$ cat src/rtl/mul_add_seq.sv
// Sequential shift-add reconstructor: P = Q*D + R, one partial product per clock.
// Optional remainder consistency flag (rem_err) enabled by defining MULADD_REMCHK_EN.
module mul_add_seq #(
  parameter int WIDTH = 16
) (
  input  logic               clk,
  input  logic               rst_n,
  input  logic               start,
  input  logic [WIDTH-1:0]   Q,
  input  logic [WIDTH-1:0]   D,
  input  logic [WIDTH-1:0]   R,
  output logic [2*WIDTH-1:0] P,
  output logic               ovf,
`ifdef MULADD_REMCHK_EN
  output logic               rem_err,
`endif
  output logic               busy,
  output logic               done
);

  localparam int CW = (WIDTH > 1) ? $clog2(WIDTH) : 1;
  localparam logic [CW-1:0] CNT_LAST = CW'(WIDTH - 1);

  typedef enum logic [1:0] {
    IDLE = 2'd0,
    RUN  = 2'd1,
    DONE = 2'd2
  } state_t;

  state_t             state_reg, state_next;
  logic [2*WIDTH-1:0] acc_reg, acc_next;
  logic [2*WIDTH-1:0] mcand_reg, mcand_next;
  logic [WIDTH-1:0]   mplier_reg, mplier_next;
  logic [CW-1:0]      cnt_reg, cnt_next;
  logic [2*WIDTH-1:0] p_reg, p_next;
  logic               ovf_reg, ovf_next;
  logic               done_reg, done_next;
`ifdef MULADD_REMCHK_EN
  logic               remp_reg, remp_next;
  logic               rem_err_reg, rem_err_next;
`endif

  // The done cycle still counts as busy, so a start there is ignored.
  logic accept;
  assign accept = start && (state_reg == IDLE) && !done_reg;

  always_ff @(posedge clk) begin
    if (!rst_n) begin
      state_reg   <= IDLE;
      acc_reg     <= '0;
      mcand_reg   <= '0;
      mplier_reg  <= '0;
      cnt_reg     <= '0;
      p_reg       <= '0;
      ovf_reg     <= 1'b0;
      done_reg    <= 1'b0;
`ifdef MULADD_REMCHK_EN
      remp_reg    <= 1'b0;
      rem_err_reg <= 1'b0;
`endif
    end else begin
      state_reg   <= state_next;
      acc_reg     <= acc_next;
      mcand_reg   <= mcand_next;
      mplier_reg  <= mplier_next;
      cnt_reg     <= cnt_next;
      p_reg       <= p_next;
      ovf_reg     <= ovf_next;
      done_reg    <= done_next;
`ifdef MULADD_REMCHK_EN
      remp_reg    <= remp_next;
      rem_err_reg <= rem_err_next;
`endif
    end
  end

  always_comb begin
    state_next   = state_reg;
    acc_next     = acc_reg;
    mcand_next   = mcand_reg;
    mplier_next  = mplier_reg;
    cnt_next     = cnt_reg;
    p_next       = p_reg;
    ovf_next     = ovf_reg;
    done_next    = 1'b0;
`ifdef MULADD_REMCHK_EN
    remp_next    = remp_reg;
    rem_err_next = rem_err_reg;
`endif

    case (state_reg)
      IDLE: begin
        if (accept) begin
          acc_next    = {{WIDTH{1'b0}}, R};
          mcand_next  = {{WIDTH{1'b0}}, D};
          mplier_next = Q;
          cnt_next    = '0;
          state_next  = RUN;
`ifdef MULADD_REMCHK_EN
          remp_next   = (R >= D);
`endif
        end
      end
      RUN: begin
        if (mplier_reg[0]) begin
          acc_next = acc_reg + mcand_reg;
        end
        mcand_next  = mcand_reg << 1;
        mplier_next = mplier_reg >> 1;
        cnt_next    = cnt_reg + 1'b1;
        if (cnt_reg == CNT_LAST) begin
          state_next = DONE;
        end
      end
      DONE: begin
        p_next       = acc_reg;
        ovf_next     = |acc_reg[2*WIDTH-1:WIDTH];
        done_next    = 1'b1;
        state_next   = IDLE;
`ifdef MULADD_REMCHK_EN
        rem_err_next = remp_reg;
`endif
      end
      default: begin
        state_next = IDLE;
      end
    endcase
  end

  assign P    = p_reg;
  assign ovf  = ovf_reg;
  assign done = done_reg;
  assign busy = (state_reg != IDLE) || done_reg;
`ifdef MULADD_REMCHK_EN
  assign rem_err = rem_err_reg;
`endif

endmodule
$ cat config.mk
export PLATFORM = sky130hd
export DESIGN_NAME = mul_add_seq
export DESIGN_NICKNAME = d
export VERILOG_FILES = /design/src/rtl/mul_add_seq.sv
export SDC_FILE = /design/constraint.sdc
export NUM_CORES = 1
export LEC_CHECK = 0
export CAP_MARGIN = 20
export CORE_AREA = 2 2 145 147
export CTS_CLUSTER_DIAMETER = 200
export DETAILED_ROUTE_END_ITERATION = 8
export DIE_AREA = 0 0 147 149
export HOLD_SLACK_MARGIN = 0.08
export PLACE_DENSITY = 0.5
export SLEW_MARGIN = 20
export SYNTH_ARGS = -nofsm -noshare
export SYNTH_HDL_FRONTEND = slang
export SYNTH_SLANG_ARGS = --single-unit
$ cat constraint.sdc
create_clock -name clk -period 2.93 [get_ports clk]
set_input_delay 0.586 -clock clk [delete_from_list [all_inputs] [get_ports clk]]
set_output_delay 0.586 -clock clk [all_outputs]
set_load 0.05 [all_outputs]
[Yosys cells after proc, flatten, opt, wreduce, memory -nomap -nowiden]
Cells that the tools add are included.
Cells by class
  add/subtract/negate cells: 2
  eq/ne operators: 6
  mux-type cells: 13
  reductions and logical operators: 11
Operators with widths (count)
  $pmux 32 s2: 2
  $mux 32: 3
  $add 32x32->32: 1
  $pmux 16 s2: 1
  $mux 16: 1
  $reduce_or 16->1: 1
  $pmux 4 s2: 1
  $ne 2x2->1 const B: 3
  $add 4x1->4 const B: 1
  $eq 4x4->1 const B: 1
  $mux 2: 2
  $mux 4: 1
  $pmux 2 s2: 1
  $reduce_and 2->1: 2
  $reduce_bool 2->1: 2
  $reduce_and 3->1: 1
  $eq 2x1->1 const B: 1
  $eq 2x2->1 const B: 1
  $logic_and 1x1->1: 2
  $logic_not 2->1: 1
  $logic_not 1->1: 1
  $logic_or 1x1->1: 1
  $mux 1: 1
Word-level totals
  register bits after elaboration: 120
  output and inout bits: 35
  word-level logic and storage cells: 40

[Longest topological paths before layout]
Gate-level depths: netlist (run 1).
  depth in word-level cells: 5
  depth in mapped cells: 11
  gate-level depth less buffers: 11

[Worst setup path before layout (run 1)]
No wires, ideal clock.
  kind: register to register
  start point: register acc_reg[0]
  end point: register acc_reg[30]
  setup time: 0.119 ns
  arrival time: 2.641 ns
  path slack: 0.170 ns
  stages on the path, launching flop included: 12
  path buffers: 0
  clock period less this slack: 2.760 ns
  cell sequence: dfxtp_1 ha_1 fa_1 a21oi_1 o31ai_1 a211oi_2 nor4_1 a221oi_2 o21bai_1 a221oi_1 mux2i_1 nand2_1
On the way
  longest elaborated chain between the ends: 3
Ends and longest elaborated chain
  start: declaration: line 31  | logic [2*WIDTH-1:0] acc_reg, acc_next;
  start signal: assignment: line 63  | acc_reg <= acc_next;
  $add 32x32->32: line 106  | acc_next = acc_reg + mcand_reg;
  $mux 32: line 105  | if (mplier_reg[0]) begin
  $pmux 32 s2: line 91  | case (state_reg)
Every way passes these cells. The select of a mux whose other input is x is not followed.
A chain may end at the register's enable or synchronous reset.

[Final worst setup path (run 1)]
  start point: register mcand_reg[0]
  end point: register acc_reg[28]
On the way
  longest elaborated chain between the ends: 3
Ends and longest elaborated chain
  start: declaration: line 32  | logic [2*WIDTH-1:0] mcand_reg, mcand_next;
  start signal: assignment: line 64  | mcand_reg <= mcand_next;
  $add 32x32->32: line 106
  $mux 32: line 105
  $pmux 32 s2: line 91
Every way passes these cells. The select of a mux whose other input is x is not followed.

==> results.yml, run 1 <==
flow_run:
  cap_violations: 0
synthesis:
  async_flop_share: 0
  synth_xor_area_frac: 0.03512
  synth_top_area_frac: 0.4013
  ys_ff_latch: 120
  synth_mux_area_frac: 0.005017
  synth_top_family_by_area: "compound AO/OA/AOI/OAI gates"
  synth_ff_type: "dfxtp_1"
  synth_fp_nets: 817
  synth-compound-area-share: 0.2628
  ys_types: 61
  netlist_instances: 733
  yosys_warnings: 0
  avgSynthCellArea_um2: 8.166
  synth-seq-area-share: 0.4013
  synth_edf_count: 0
  synthSimpleGateAreaFrac: 0.1883
  synthTopCellsByArea: "dfxtp_1 40%, nand2_1 8.5%, a21oi_1 7.7%"
  synthesis.area_mm2: 0.005986
  synth_top_area_cell: "dfxtp_1"
  synth_fa_ha_area_frac: 0.07023
sta:
  setup_viol: 0
  min_period_ps: 2872
  maxSlewHeadroom: 0.5201
  fmax_mhz: 348.2
  timing.final.hold_violations: 0
  maxSlewViolCount: 0
  fin_setup_tns_ps: 0
  holdWs_ps: 452.2
  rsz0062_at_grt: "true"
  worst_pin_slew_ps: 718.2
  post-route-period-util: 0.9803
  skew_ps: 8.060
grt:
  use_met2: 0.2448
  use_met1: 0.2330
  grt_pass1_wl_um: 28370
  grt_usage: 0.1637
  grt.met3_usage: 0.03761
  gr-max-usage-layer: "met2"
  antenna_found_initial: 0
  grt_max_degree: 53
  grt_pass1_vias: 5428
  grt_overflow_total: 0
routing:
  routed_wirelength_um: 17410
  ant_nets: 0
  initialDrtViolationCount: 433
  vias: 5544
  first_pass_iters: 4
  drc_errors: 0
  vias_per_cell: 4.972
  wire_per_inst_um: 15.62
layout:
  drive_above_1_share: 0.1083
  regArea_mm2: 0.002404
  num-fill-cells: 2166
  final_cell_mix: "136 x nand2_1, 119 x dfxtp_1, 90 x a21oi_1, 85 x clkdlybuf4s50_1, 69 x nor2_1"
  multi_input_area_mm2: 0.003460
  stdcell_area_mm2: 0.007990
  finish.utilization: 0.3887
  area_delta_synth_final_pct: 33.49
  final_common_cell: "nand2_1"
  antenna_cells: 0
  nNetsFinal: 912
critical_path:
  startpoint_type: "register"
  cpPeakStageDelay_ps: 390
  cp_data_arrival_time_ps: 3150
  worst_path_most_repeated_cell: "a211oi_2"
  crit_chain: "ha_4 > fa_2 > a21oi_4 > o31ai_4 > a211oi_2 > nor4_4 > a221oi_2 > buf_4 > o211ai_4 > a211oi_2 > xor2_1 > o21ai_1"
  critPathCaptureType: "register"
  critPathRequiredTime_ps: 3210
  slowest_stage: "fa_2"
  critPathLaunch: "mcand_reg[0]"
  worstSetupPathType: "reg -> reg"
  crit_fanout: 3
  rr_startpoint: "mcand_reg[0]"
clock_tree:
  ctsHoldBuffers: 0
  cts_tree: "done"
  cts-buffers-inserted: 17
  htree_num_levels: 4
  clkSlewWorstSetupHoldPaths_ps: 50
  cts_root_buffer: "clkbuf_16"
  insertion_delay_ps: 420
  clock-sinks: 120
  clk_path_buf_depth: 2
outcome:
  status: "finished clean"
min_path:
  holdCritStartpoint: "P[3]"
  hold_class: "reg -> reg"
die:
  die_x_um: 147
  initial_core_util: 0.2912
  row_count: 53
  core_mm2: 0.02056
  top_level_ports: 86
  dieArea_mm2: 0.02190
  die_y_um: 149
power:
  power.static_leakage_nw: 3.001
  ir_drop_mv: 0.4060
  power_frac_seq: 0.393
  internal_power_mw: 3.362
  power_frac_comb: 0.116
  switchingPower_mw: 1.094
  clkPwrFrac: 0.491
  p_per_area_mw_per_mm2: 557.7
  netSwitchingFraction: 0.2455
placed_design:
  port_buffers: 85
  dpl-instance-area_mm2: 0.007263
  gp_congestion: 0.8504
  place.detailed.hpwl_um: 12030
-- worst paths after layout --
check           endpoint  slack [ps]  cells past startpoint
max reg2reg  acc_reg[28]          60                     12
max          acc_reg[28]          60                     12
min                 P[3]         450                      2
min reg2reg         P[3]         450                      2
-- routing by layer --
layer  routed length (µm)  part of all wire  vias to the layer above
met5                    0                 0                        -
met4                  306             0.018                        0
met3                  700             0.040                       15
met2                 7394              0.42                      105
met1                 9013              0.52                     2613
li1                     -                 -                     2811
-- through the flow --
stage | worst slack (ps) | total power [mW] | instances
floorplan | 169.9 | 2.085 | 733
global placement | -26.50 | 2.283 | 1081
detailed placement | -26.96 | 2.285 | 1081
CTS | 26.18 | 4.492 | 1112
global route | -119.8 | 4.653 | 1115
finish | 57.74 | 4.456 | 1115
-- worst max-delay path: cells and delay by family, from the launching register on --
family | cells | cell delay [ps]
flip-flops | 1 | 330
XOR/XNOR | 1 | 190
buffers and inverters | 1 | 180
AND/OR/NAND/NOR | 1 | 100
adder cells (fa/ha/maj) | 2 | 560
AO/OA/AOI/OAI | 7 | 1360
-- final cells by class --
| type | count | area share |
|---|---|---|
| multi-input cells | 556 | 0.4330 |
| flip-flops and latches | 120 | 0.3008 |
| repair buffers | 118 | 0.1391 |
| clock buffers | 23 | 0.06232 |
| well taps | 275 | 0.04306 |
| clock inverters | 8 | 0.01472 |
| inverters | 15 | 0.007047 |
-- power groups by stage --
| stage | Clock [mW] | Sequential (mW) | Combinational (mW) |
|---|---|---|---|
| floorplan | 0 | 1.77 | 0.318 |
| global placement | 0 | 1.78 | 0.501 |
| detailed placement | 0 | 1.78 | 0.502 |
| CTS | 2.24 | 1.75 | 0.505 |
| global route | 2.31 | 1.76 | 0.582 |
| finish | 2.19 | 1.75 | 0.517 |
-- cells in the mapped netlist, drive strengths merged, types with 3 or more instances --
cell type  count
xnor2         13
nor3          10
a41oi          3
a31oi          4
nor2          69
a22oi         15
nand3          8
dfxtp        120
a21o           6
nand2b         5
a22o          17
o21ai         43
nand2        136
inv           15
o21bai         4
a21oi         93
nor4           5
o221ai        15
o211ai         5
nor3b          5
ha            32
nor2b          5
a211oi         7
buf            7
nand4          4
clkbuf        35
o31ai          3
mux2i          3
xor2          11
a311oi         6
-- logic make-up after synthesis --
| logic type | after synthesis |
|---|---|
| compound gates | 235 |
| xor+xnor | 24 |
| fa+ha+maj | 33 |
| flops | 120 |
| mux | 3 |
| simple gates | 261 |
| buf+inv | 57 |
-- timing repair --
action	4_1_cts	5_1_grt
pin swaps	2	13
gates cloned	0	0
resized for setup	2	15
setup buffers	0	3
endpoints found under the setup margin	2	7
hold endpoints to repair	0	0
Note: power is estimated with default switching activity, not from simulation.
==> inputs of run 2 (changes only) <==
CORE_AREA = 2 2 114 116   (was 2 2 145 147)
DIE_AREA = 0 0 116 118   (was 0 0 147 149)
PLACE_DENSITY = 0.75   (was 0.5)
==> run 2 against run 1 <==
Core utilization up 24 points; register-to-register slack better by 50 ps; fmax up 1.9%; sequential share of layout area up 0.89 points; first-iteration DRC count down 32%; final area down 2.9%; hold slack worse by 1.6 ps; clock-buffer cell count unchanged; critical path depth down 2; global-route usage up 7.5 points; largest cell class unchanged.
==> results.yml, run 2 (synthesized netlist as in run 1, its figures left out) <==
critical_path:
  critPathCaptureType: "register"
  rr_worst_depth: 10
  crit_chain: "ha_2 > o211ai_1 > o211a_1 > o211ai_2 > a41oi_2 > o31ai_4 > nand3_2 > a211o_1 > a21o_1 > a32o_1"
  rr_startpoint: "acc_reg[2]"
  worstSetupPathType: "reg -> reg"
  cp_data_arrival_time_ps: 3130
  startpoint_type: "register"
  rrSetupSlack_ps: 110
  crit_fanout: 4
  r2r-end: "acc_reg[25]"
  cpPeakStageDelay_ps: 390
  critPathRequiredTime_ps: 3240
  slowest_stage: "ha_2"
sta:
  setup_viol: 0
  timing.final.hold_violations: 0
  min_period_ps: 2820
  rsz0062_at_grt: "true"
  post-route-period-util: 0.9624
  holdWs_ps: 450.5
  skew_ps: 7.981
  fmax_mhz: 354.6
  maxSlewHeadroom: 0.4669
  worst_pin_slew_ps: 798.0
  maxSlewViolCount: 0
min_path:
  hold_class: "reg -> reg"
  holdCritStartpoint: "P[10]"
  min_to: "P[10]"
  holdPathStages: 2
routing:
  first_pass_iters: 4
  vias: 5613
  drc_errors: 0
  vias_per_cell: 5.607
  top_layer: "met4"
  wire_per_inst_um: 15.79
  routed_wirelength_um: 15810
  initialDrtViolationCount: 296
  met2_length_um: 7117
  met1_length_um: 7342
  dr_wl_met3_um: 1047
  ant_nets: 0
clock_tree:
  insertion_delay_ps: 420
  cts_tree: "done"
  clkSlewWorstSetupHoldPaths_ps: 60
  cts_root_buffer: "clkbuf_16"
  clock-sinks: 120
  cts-buffers-inserted: 17
  htree_num_levels: 4
  clk_path_buf_depth: 2
power:
  p_per_area_mw_per_mm2: 576.4
  netSwitchingFraction: 0.2353
  power_frac_comb: 0.111
  ir_drop_mv: 0.3454
  power_frac_seq: 0.392
  internal_power_mw: 3.419
  switchingPower_mw: 1.052
  clkPwrFrac: 0.497
  power.static_leakage_nw: 2.938
die:
  core_mm2: 0.01241
  initial_core_util: 0.4822
  row_count: 41
  top_level_ports: 86
  die_y_um: 118
  dieArea_mm2: 0.01369
  die_x_um: 116
flow_run:
  cap_violations: 0
layout:
  drive_above_1_share: 0.09409
  antenna_cells: 0
  fin_cells: 1001
  final_common_cell: "nand2_1"
  area_delta_synth_final_pct: 29.58
  nNetsFinal: 901
  final_cell_mix: "136 x nand2_1, 120 x dfxtp_1, 90 x a21oi_1, 85 x clkdlybuf4s50_1, 69 x nor2_1"
  num-fill-cells: 1075
placed_design:
  place.detailed.hpwl_um: 11300
  port_buffers: 85
  gp_congestion: 0.9414
  place_inst: 969
grt:
  antenna_found_initial: 0
  grt_pass1_vias: 5379
  grt_max_degree: 47
  grt_usage: 0.2387
  grt_pass1_wl_um: 25990
  grt_overflow_total: 0
outcome:
  status: "finished clean"
[run 2: worst max-delay path by stage]
stage	from	to	slack, ps
after floorplan	acc_reg[0]	acc_reg[30]	170
after global placement	acc_reg[0]	acc_reg[30]	20
after detailed placement	acc_reg[0]	acc_reg[30]	-40
after CTS	acc_reg[0]	acc_reg[28]	5
after global routing	acc_reg[0]	acc_reg[28]	2
final	acc_reg[2]	acc_reg[25]	110
[run 2: critical path, delay by kind of cell, from the launching register on]
| kind | cells | cell delay [ps] |
|---|---|---|
| adders and majority gates | 1 | 390 |
| DFF | 1 | 330 |
| and+or+nand+nor | 1 | 130 |
| AOI/OAI and AO/OA | 8 | 1860 |
[run 2: stage by stage]
step	instance area (µm²)	power, mW	setup TNS, ps	setup slack [ps]	utilization
6_report	7756	4.471	0	110.3	0.6248
5_1_grt	7756	4.630	0	1.791	0.6248
4_1_cts	7699	4.490	0	4.939	0.6201
3_5_place_dp	7064	2.270	-74.23	-41.66	0.5690
3_3_place_gp	7064	2.252	0	24.28	0.5690
2_1_floorplan	5986	2.085	0	169.9	-
[run 2: layer usage]
layer,track usage,vias up
li1,-,2791
met2,0.3648,163
met5,0,-
met3,0.06179,26
met1,0.3217,2633
met4,0.09152,0
[run 2: timing repair]
action                                  4_1_cts  5_1_grt
pin swaps                                     1       11
setup buffers                                 0        1
endpoints found under the setup margin        3        5
hold buffers                                  0        0
endpoints found under the hold margin         0        0
resized for setup                             1       11
[run 2: final cells by class]
type | count | area [µm²] | share of cell area
clock buffer | 23 | 488.0 | 0.06291
tap | 172 | 215.2 | 0.02775
clock inverter | 8 | 142.6 | 0.01839
timing repair buffer | 107 | 1028 | 0.1326
sequential | 120 | 2402 | 0.3097
multi-input combinational | 556 | 3423 | 0.4414
inverter | 15 | 56.30 | 0.007259
[run 2: power by group through the flow]
stage	logic (mW)	registers, mW	clock network, mW
floorplan	0.318	1.77	0
global placement	0.473	1.78	0
detailed placement	0.487	1.78	0
CTS	0.490	1.75	2.25
global route	0.552	1.76	2.32
finish	0.497	1.75	2.22
